File: config.mk
export PLATFORM = sky130hd
export DESIGN_NAME = map_scroll_arbiter_flat
export DESIGN_NICKNAME = d
export VERILOG_FILES = /design/src/rtl/map_scroll_arbiter_pkg.sv /design/src/rtl/map_scroll_arbiter_if.sv /design/src/rtl/map_scroll_arbiter_timer.sv /design/src/rtl/map_scroll_arbiter.sv /design/src/flat_wrapper.sv
export SDC_FILE = /design/constraint.sdc
export NUM_CORES = 1
export LEC_CHECK = 0
export CORE_UTILIZATION = 47
export DETAILED_ROUTE_END_ITERATION = 7
export PLACE_DENSITY = 0.89
export SYNTH_ARGS = -nofsm -noshare
export SYNTH_HDL_FRONTEND = slang
export SYNTH_SLANG_ARGS = --single-unit
File: constraint.sdc
create_clock -name clk -period 3.1 [get_ports clk]
set_input_delay 0.62 -clock clk [delete_from_list [all_inputs] [get_ports clk]]
set_output_delay 0.62 -clock clk [all_outputs]
set_load 0.02 [all_outputs]
File: src/rtl/map_scroll_arbiter_pkg.sv
// map_pkg: tile codes, default sizes, FSM states and return tag shared by map_scroll_arbiter.
package map_pkg;
    localparam int MAP_LEN    = 87;
    localparam int LANES      = 5;
    localparam int ROW_W      = 7;
    localparam int SCROLL_DIV = 4;
    localparam logic [2:0] TILE_EMPTY = 3'd0;
    localparam logic [2:0] TILE_OBST  = 3'd1;
    localparam logic [2:0] TILE_COIN  = 3'd2;
    typedef enum logic [1:0] {IDLE, RUN, PAUSE, DONE} state_t;
    typedef enum logic {KIND_RD, KIND_COL} kind_t;
    typedef struct packed {
        kind_t kind;
        logic  oob;
    } tag_t;
endpackage

File: src/rtl/map_scroll_arbiter_if.sv
// map_scroll_arbiter_if: renderer read port plus the single map ROM lookup port.
interface map_scroll_arbiter_if #(parameter int ROW_W = map_pkg::ROW_W);
    logic             rd_req;
    logic [2:0]       rd_lane;
    logic [ROW_W-1:0] rd_row_rel;
    logic             rd_grant;
    logic             rd_valid;
    logic [2:0]       rd_state;
    logic [2:0]       map_x;
    logic [ROW_W-1:0] map_y;
    logic [2:0]       map_state;
    modport slave  (input  rd_req, rd_lane, rd_row_rel, map_state,
                    output rd_grant, rd_valid, rd_state, map_x, map_y);
    modport master (output rd_req, rd_lane, rd_row_rel, map_state,
                    input  rd_grant, rd_valid, rd_state, map_x, map_y);
endinterface

File: src/rtl/map_scroll_arbiter_timer.sv
// scroll_timer: frame divider and saturating scroll row; o_at_end flags the step onto the last row.
module scroll_timer #(
    parameter int MAP_LEN    = 87,
    parameter int SCROLL_DIV = 4,
    parameter int ROW_W      = 7
) (
    input  logic             clk,
    input  logic             rst_n,
    input  logic             i_en,
    input  logic             i_restart,
    output logic [ROW_W-1:0] o_row,
    output logic             o_at_end
);
    localparam int DIV_W = SCROLL_DIV > 1 ? $clog2(SCROLL_DIV) : 1;
    logic [DIV_W-1:0] r_div;
    logic [ROW_W-1:0] r_row;
    logic             w_wrap;
    assign w_wrap = r_div == DIV_W'(SCROLL_DIV - 1);
    always_ff @(posedge clk or negedge rst_n) begin
        if (!rst_n) begin
            r_div <= '0;
            r_row <= '0;
        end else if (i_restart) begin
            r_div <= '0;
            r_row <= '0;
        end else if (i_en) begin
            r_div <= w_wrap ? '0 : r_div + DIV_W'(1);
            if (w_wrap && r_row != ROW_W'(MAP_LEN - 1))
                r_row <= r_row + ROW_W'(1);
        end
    end
    assign o_row    = r_row;
    assign o_at_end = i_en && w_wrap && r_row == ROW_W'(MAP_LEN - 2);
endmodule

File: src/rtl/map_scroll_arbiter.sv
// map_scroll_arbiter: scroll FSM and map-port arbiter (collision check beats renderer reads).
// Define MAP_COIN_MASK_EN to add a collected-coin bitmap that blanks coins once taken.
module map_scroll_arbiter #(
    parameter int MAP_LEN    = map_pkg::MAP_LEN,
    parameter int LANES      = map_pkg::LANES,
    parameter int SCROLL_DIV = map_pkg::SCROLL_DIV,
    parameter int ROW_W      = map_pkg::ROW_W
) (
    input  logic                       clk,
    input  logic                       rst_n,
    input  logic                       start,
    input  logic                       pause,
    input  logic                       frame_tick,
    input  logic [2:0]                 player_lane,
    map_scroll_arbiter_if.slave        bus,
    output logic [ROW_W-1:0]           scroll_row,
    output logic                       hit_obstacle,
    output logic                       got_coin,
    output logic                       running,
    output logic                       finished
);
    import map_pkg::*;
    state_t           r_state, w_next;
    logic             w_restart, w_tick, w_at_end;
    logic [ROW_W-1:0] w_row;
    logic             r_col_pending;
    logic [2:0]       r_col_lane;
    logic [ROW_W-1:0] r_col_row;
    tag_t             r_tag;
    logic             r_tag_vld;
    logic [ROW_W:0]   w_abs;
    logic             w_rd_oob, w_col_oob, w_masked;
    logic [2:0]       w_ret;

    assign w_tick = r_state == RUN && !pause && frame_tick;

    scroll_timer #(.MAP_LEN(MAP_LEN), .SCROLL_DIV(SCROLL_DIV), .ROW_W(ROW_W)) u_timer (
        .clk(clk), .rst_n(rst_n), .i_en(w_tick), .i_restart(w_restart),
        .o_row(w_row), .o_at_end(w_at_end)
    );

    always_comb begin
        w_next    = r_state;
        w_restart = 1'b0;
        case (r_state)
            IDLE, DONE: if (start) begin
                w_next    = RUN;
                w_restart = 1'b1;
            end
            RUN:     w_next = pause ? PAUSE : (w_at_end ? DONE : RUN);
            PAUSE:   w_next = pause ? PAUSE : RUN;
            default: w_next = IDLE;
        endcase
    end

    // Row sum is one bit wider so rows past the map end are caught instead of wrapping.
    assign w_abs     = {1'b0, w_row} + {1'b0, bus.rd_row_rel};
    assign w_rd_oob  = bus.rd_lane >= 3'(LANES) || w_abs >= (ROW_W + 1)'(MAP_LEN);
    assign w_col_oob = r_col_lane >= 3'(LANES);
    assign bus.rd_grant = bus.rd_req && !r_col_pending;
    assign bus.map_x = r_col_pending ? r_col_lane : bus.rd_lane;
    assign bus.map_y = r_col_pending ? (w_col_oob ? '0 : r_col_row)
                                     : (w_rd_oob ? '0 : w_abs[ROW_W-1:0]);

    always_ff @(posedge clk or negedge rst_n) begin
        if (!rst_n) begin
            r_state       <= IDLE;
            r_col_pending <= 1'b0;
            r_col_lane    <= '0;
            r_col_row     <= '0;
            r_tag_vld     <= 1'b0;
            r_tag         <= '0;
        end else begin
            r_state       <= w_next;
            r_col_pending <= w_tick;
            if (w_tick) begin
                r_col_lane <= player_lane;
                r_col_row  <= w_row;
            end
            r_tag_vld <= r_col_pending || bus.rd_req;
            r_tag     <= r_col_pending ? tag_t'{kind: KIND_COL, oob: w_col_oob}
                                       : tag_t'{kind: KIND_RD,  oob: w_rd_oob};
        end
    end

`ifdef MAP_COIN_MASK_EN
    logic [LANES-1:0][MAP_LEN-1:0] r_coin;
    logic [2:0]                    r_ret_lane;
    logic [ROW_W-1:0]              r_ret_row;
    always_ff @(posedge clk or negedge rst_n) begin
        if (!rst_n) begin
            r_coin     <= '0;
            r_ret_lane <= '0;
            r_ret_row  <= '0;
        end else begin
            r_ret_lane <= bus.map_x;
            r_ret_row  <= bus.map_y;
            if (w_restart)
                r_coin <= '0;
            else if (got_coin)
                r_coin[r_ret_lane][r_ret_row] <= 1'b1;
        end
    end
    assign w_masked = !r_tag.oob && r_coin[r_ret_lane][r_ret_row];
`else
    assign w_masked = 1'b0;
`endif

    assign w_ret        = (r_tag.oob || w_masked) ? TILE_EMPTY : bus.map_state;
    assign bus.rd_valid = r_tag_vld && r_tag.kind == KIND_RD;
    assign bus.rd_state = bus.rd_valid ? w_ret : TILE_EMPTY;
    assign hit_obstacle = r_tag_vld && r_tag.kind == KIND_COL && w_ret == TILE_OBST;
    assign got_coin     = r_tag_vld && r_tag.kind == KIND_COL && w_ret == TILE_COIN;
    assign scroll_row   = w_row;
    assign running      = r_state == RUN || r_state == PAUSE;
    assign finished     = r_state == DONE;
endmodule

File: src/flat_wrapper.sv
// flat-port wrapper written by rule: the top's interface ports become plain ports
module map_scroll_arbiter_flat import map_pkg::*;
#(
    parameter int MAP_LEN    = map_pkg::MAP_LEN,
    parameter int LANES      = map_pkg::LANES,
    parameter int SCROLL_DIV = map_pkg::SCROLL_DIV,
    parameter int ROW_W      = map_pkg::ROW_W
)
  (clk, rst_n, start, pause, frame_tick, player_lane, scroll_row, hit_obstacle, got_coin, running, finished, bus_rd_req, bus_rd_lane, bus_rd_row_rel, bus_map_state, bus_rd_grant, bus_rd_valid, bus_rd_state, bus_map_x, bus_map_y);
  map_scroll_arbiter_if #(.ROW_W(ROW_W)) bus_i ();
  input  logic clk;
  input  logic rst_n;
  input  logic start;
  input  logic pause;
  input  logic frame_tick;
  input  logic [2:0] player_lane;
  output logic [ROW_W-1:0] scroll_row;
  output logic hit_obstacle;
  output logic got_coin;
  output logic running;
  output logic finished;
  input wire logic [$bits(bus_i.rd_req)-1:0] bus_rd_req;
  input wire logic [$bits(bus_i.rd_lane)-1:0] bus_rd_lane;
  input wire logic [$bits(bus_i.rd_row_rel)-1:0] bus_rd_row_rel;
  input wire logic [$bits(bus_i.map_state)-1:0] bus_map_state;
  output wire logic [$bits(bus_i.rd_grant)-1:0] bus_rd_grant;
  output wire logic [$bits(bus_i.rd_valid)-1:0] bus_rd_valid;
  output wire logic [$bits(bus_i.rd_state)-1:0] bus_rd_state;
  output wire logic [$bits(bus_i.map_x)-1:0] bus_map_x;
  output wire logic [$bits(bus_i.map_y)-1:0] bus_map_y;
  assign bus_i.rd_req = bus_rd_req;
  assign bus_i.rd_lane = bus_rd_lane;
  assign bus_i.rd_row_rel = bus_rd_row_rel;
  assign bus_i.map_state = bus_map_state;
  assign bus_rd_grant = bus_i.rd_grant;
  assign bus_rd_valid = bus_i.rd_valid;
  assign bus_rd_state = bus_i.rd_state;
  assign bus_map_x = bus_i.map_x;
  assign bus_map_y = bus_i.map_y;
  map_scroll_arbiter #(.MAP_LEN(MAP_LEN), .LANES(LANES), .SCROLL_DIV(SCROLL_DIV), .ROW_W(ROW_W)) u_core (.clk(clk), .rst_n(rst_n), .start(start), .pause(pause), .frame_tick(frame_tick), .player_lane(player_lane), .bus(bus_i), .scroll_row(scroll_row), .hit_obstacle(hit_obstacle), .got_coin(got_coin), .running(running), .finished(finished));
endmodule
======== Word level (Yosys, flattened, before mapping) ========
Cells that the tools add are included.
operators by class
  $lt $le $gt $ge ......................... 3
  bitwise gates (word level) .............. 1
  eq/ne operators ......................... 9
  reductions and logical operators ........ 20
  $add $sub $neg .......................... 3
  multiplexer cells ....................... 20
operators with widths
  operator                                                                             count
  7-bit 2-to-1 mux                                                                     6
  2-bit 2-to-1 mux                                                                     8
  1-bit logical AND                                                                    10
  3-bit 2-to-1 mux                                                                     3
  7-bit by 7-bit adder with 8-bit output                                               1
  8-bit by 7-bit greater-or-equal comparator with 1-bit output, second input constant  1
  7-bit by 1-bit adder with 7-bit output, second input constant                        1
  7-bit == test, second input constant                                                 1
  7-bit inequality test, second input constant                                         1
  2-bit == test, second input constant                                                 3
  3-bit greater-or-equal comparator, second input constant                             2
  2-bit case mux with 3 select lines                                                   1
  2-bit nonzero test                                                                   2
  3-bit by 1-bit == test with 1-bit output, second input constant                      1
  3-bit by 2-bit == test with 1-bit output, second input constant                      1
  1-bit logical OR                                                                     3
  2-bit by 1-bit adder with 2-bit output, second input constant                        1
  2-bit by 1-bit == test with 1-bit output, second input constant                      1
  1-bit zero test                                                                      2
  2-bit zero test                                                                      1
  1-bit 2-to-1 mux                                                                     2
  2-bit inequality test, second input constant                                         1
  2-bit AND reduction                                                                  1
  2-bit OR reduction                                                                   1
  1-bit NOT                                                                            1
word-level totals
  register bits ........................... 25
  output and inout bits ................... 26
  logic and storage cells ................. 65

======== Depth between registers and ports, before layout ========
  depth in word-level cells ............... 8
  mapped depth ............................ 9
  gate-level depth less buffers ........... 9

======== By module ========
From an unflattened synthesis, not the netlist that was laid out.
unflattened totals
  cell total of the unflattened synthesis .. 193
  area, all modules ....................... 1,691.6 um^2
modules (own cells, without submodules)
  module              times used  sequential area each (um^2)  cells an instance  area each (um^2)
  map_scroll_arbiter  1           400.4                        137                1,152.4
  scroll_timer        1           225.2                        56                 539.3

======== Worst setup path after synthesis ========
Ideal clock, no wire load.
  kind .................................... in2out
  start point ............................. input port bus_rd_row_rel[3]
  end point ............................... output port bus_map_y[6]
  path slack .............................. -175 ps
  path buffers ............................ 1
  cell stages on the path ................. 8
  data arrival time ....................... 2,655 ps
  data required time ...................... 2,480 ps
  path through ............................ ha_1 buf_6 and2_4 a221o_1 or3_1 a22oi_2 nand2_1 o21ai_0
on the way
  word-level cells in the longest chain between the ends .. 5
RTL lines
  item                                                          line                      RTL
  start, declared                                               flat_wrapper.sv:24        input wire logic [$bits(bus_i.rd_row_rel)-1:0] bus_rd_row_rel;
  7-bit by 7-bit adder with 8-bit output *                      map_scroll_arbiter.sv:57  assign w_abs = {1'b0, w_row} + {1'b0, bus.rd_row_rel};
  8-bit by 7-bit greater-or-equal comparator with 1-bit output  map_scroll_arbiter.sv:58  assign w_rd_oob = bus.rd_lane >= 3'(LANES) || w_abs >= (ROW_W + 1)'(MAP_LEN);
  1-bit logical OR                                              map_scroll_arbiter.sv:58
  7-bit 2-to-1 mux *                                            map_scroll_arbiter.sv:63  : (w_rd_oob ? '0 : w_abs[ROW_W-1:0]);
  7-bit 2-to-1 mux *                                            map_scroll_arbiter.sv:62  assign bus.map_y = r_col_pending ? (w_col_oob ? '0 : r_col_row)
  end, declared                                                 flat_wrapper.sv:30        output wire logic [$bits(bus_i.map_y)-1:0] bus_map_y;
Every way passes the cells marked *; elsewhere a longest branch is shown, timed or not.

======== Worst setup path in the final report ========
  start point ............................. register u_core.u_timer.r_row[0] (netlist: u_core.u_timer.o_row[0])
  end point ............................... output port bus_map_y[3]
on the way
  word-level cells in the longest chain between the ends .. 5
RTL lines
  item                                                          line                            RTL
  start, declared                                               map_scroll_arbiter_timer.sv:16  logic [ROW_W-1:0] r_row;
  start signal, assigned                                        map_scroll_arbiter_timer.sv:29  r_row <= r_row + ROW_W'(1);
  7-bit by 7-bit adder with 8-bit output *                      map_scroll_arbiter.sv:57
  8-bit by 7-bit greater-or-equal comparator with 1-bit output  map_scroll_arbiter.sv:58
  1-bit logical OR                                              map_scroll_arbiter.sv:58
  7-bit 2-to-1 mux *                                            map_scroll_arbiter.sv:63
  7-bit 2-to-1 mux *                                            map_scroll_arbiter.sv:62
Marks and branches as above.

==> results_dict.tcl <==
set metrics [dict create \
    status "complete, but fails checks" \
    violations "setup timing" \
    numCtsBuffers 3 \
    vias 1559 \
    clock-sinks 25 \
    ys_ff_latch 25 \
    ys_types 41 \
    start_util_pct 49.2 \
    multi_input_area_um2 1000 \
    setup_ws_ns -0.252 \
    grt_util_all_layers_pct 23.7 \
    fp.dieArea_um2 3730 \
    layout-drive-gt1-share_pct 22.2 \
    end_kind "output pin" \
    synth_cells 185 \
    antenna_found_initial 0 \
    io_pins 48 \
    grt_pass1_vias 1467 \
    p_leak_uw 0.00110 \
    synthMostInstantiatedCell "nand2_1" \
    gp_congestion 0.816 \
    yosys_warnings 0 \
    rsz0062_at_grt "yes" \
    wl_per_cell_um 13.3 \
    fmax_mhz 298 \
    synth_area_leaders "dfrtp_1 38%, ha_1 11%, nand2_1 9.6%" \
    ys_seq_area_share_pct 38.1 \
    fp.dieH_um 61.1 \
    drt.antenna.violating_nets 0 \
    place_ws_ns -1.08 \
    fin_crit_ns 3.35 \
    fin_crit_sh_pct 108 \
    r2r_start "u_core.u_timer.o_row[0]" \
    area_growth_pct 43.7 \
    syn-cell-area_um2 1640 \
    tns_ns -1.23 \
    synth.top_cell.area_share_pct 38.1 \
    diodes 0 \
    skew_ns 0.00701 \
    hold_path_class "reg -> reg" \
    cp_data_required_time_ns 2.48 \
    vias_per_cell 5.23 \
    synth_ff_type "dfrtp_1" \
    fillerInstances 266 \
    async_flop_share_pct 100 \
    rows 21 \
    max-cap-violations 0 \
    power_density_nw_per_um2 419 \
    ys_top_cells_by_count "42 x nand2_1, 25 x dfrtp_1, 15 x nor2_1" \
    vdd_drop_max_mv 0.523 \
    die_x_um 61.1 \
    overflow 0 \
    synth_top_area_cell "dfrtp_1" \
    first_pass_iters 4 \
    path_max_fanout 5 \
    htreeDepth 1 \
    core_um2 3340 \
    drc 0 \
    setup_viol 7 \
    worstHoldStart "u_core.r_col_row[1]" \
    cp.arrival_ns 2.73 \
    routed_wl_um 3980 \
    post-dp-hpwl_um 3030 \
    hold_viol 0 \
    cts_tree "built" \
    reg2reg_slack_ns 0.65 \
    maxSlewHeadroom_pct 72.6 \
    grt_start_max_net_pins 26 \
    synth_fp_nets 222 \
    clockBufferDepth 2 \
    tightest_slew_ns 0.410 \
    path_class "reg -> out" \
    grt_first_pass_wirelength_um 6480 \
    timing_max_transition_violations_final 0 \
    io_buffers 47 \
    final_nets 290 \
    drt_iter0_drc 48 \
    syn_avg_cell_area_um2 8.87 \
    synth_edf_count 0 \
    clk_latency_ns 0.32 \
    clk_pin_slew_worst_paths_ns 0.14 \
    ctsHoldBuffers 0 \
    crit_path_start "u_core.u_timer.o_row[0]" \
    cts_root_buf "clkbuf_4" \
    cp-start-kind "register" \
    seq_area_um2 626 \
]
metrics by stage:
stage               cell area [um2]  util, %  hold slack (ns)  instances  power (uW)
floorplan                      1640        -            0.324        185         670
global route                   2360     70.7            0.534        298        1070
global placement               2280     68.3            0.462        291         829
CTS                            2350     70.5            0.499        297         996
finish                         2360     70.7            0.502        298         990
detailed placement             2280     68.3            0.468        291         844
report_power, final:
part / switching (uW) / internal, uW / total (uW)
combinational: 227 / 197 / 424
sequential: 41.5 / 377 / 419
clock: 97.4 / 49.2 / 147
per-layer routing:
metal | track usage (%) | up-vias | part of all wire (%)
met5 | 0 | - | 0
met3 | 2.94 | 8 | 6.1
li1 | - | 760 | -
met1 | 30.5 | 726 | 42
met4 | 9.09 | 0 | 1.5
met2 | 40.5 | 65 | 50
what timing repair did:
action | 4_1_cts | 5_1_grt
setup buffers | 3 | 1
setup endpoints to repair | 7 | 7
pin swaps | 21 | 3
gates resized for setup | 61 | 0
path summary, 6_finish.rpt:
| check | cells past startpoint | endpoint |
|---|---|---|
| min | 2 | u_core.r_col_row[1] |
| min in group asynchronous | 2 | u_core.r_state[1] |
| max | 11 | bus_map_y[3] |
| max in group asynchronous | 2 | u_core.r_col_row[2] |
| min reg2reg | 2 | u_core.r_col_row[1] |
| max reg2reg | 11 | u_core.r_tag[0] |
sequential cells by signal, indices dropped and copies added, names as in the netlist:
name                  count
u_core.r_col_row          7
u_core.r_tag              2
u_core.r_tag_vld          1
u_core.u_timer.r_div      2
u_core.r_state            2
u_core.r_col_lane         3
u_core.u_timer.o_row      7
u_core.r_col_pending      1
final cells by class:
class / count / share of cell area, %
Clock buffer: 3 / 0.954
Clock inverter: 1 / 0.318
Inverter: 10 / 1.59
Multi-Input combinational cell: 145 / 42.4
Sequential cell: 25 / 26.5
Tap cell: 46 / 2.44
Timing Repair Buffer: 68 / 25.8
worst max-delay path, cell delays in order, from the launching register on:
cell	delay (ns)
dfrtp_1	0.41
ha_2	0.21
fa_2	0.40
a211oi_2	0.23
o21bai_1	0.09
a21oi_1	0.20
xor2_1	0.23
buf_4	0.16
buf_6	0.09
o21ai_4	0.08
o21ai_1	0.16
buf_4	0.16
cell families (layout without fill, tap and decap cells):
logic type               after synthesis  in the layout  share of synthesized area, %
AND/OR/NAND/NOR                       83             83                          24.0
AO/OA/AOI/OAI                         34             34                          14.7
flip-flops                            25             25                          38.1
adder cells (fa/ha/maj)               15             15                          11.9
buffers and inverters                 15             82                          3.89
XOR/XNOR                              10             10                          5.34
multiplexers                           3              3                          2.06
layout by cell type, fill, tap and decap left out, drive strengths merged, types with 2 or more instances in the layout:
| cell type | netlist | routed |
|---|---|---|
| o21ai | 15 | 15 |
| dlygate4sd2 | 0 | 2 |
| a21oi | 5 | 5 |
| nand4 | 3 | 3 |
| buf | 2 | 31 |
| o31ai | 2 | 2 |
| nor2 | 15 | 15 |
| inv | 10 | 10 |
| nor3b | 3 | 3 |
| or2 | 2 | 2 |
| and2 | 7 | 7 |
| mux2 | 3 | 3 |
| xnor2 | 3 | 3 |
| xor2 | 7 | 7 |
| clkbuf | 3 | 3 |
| ha | 14 | 14 |
| dfrtp | 25 | 25 |
| clkdlybuf4s50 | 0 | 35 |
| a211oi | 3 | 3 |
| nand2 | 42 | 42 |
| nor2b | 4 | 4 |
| nand3 | 2 | 2 |
Power figures use the tool's default switching activity.
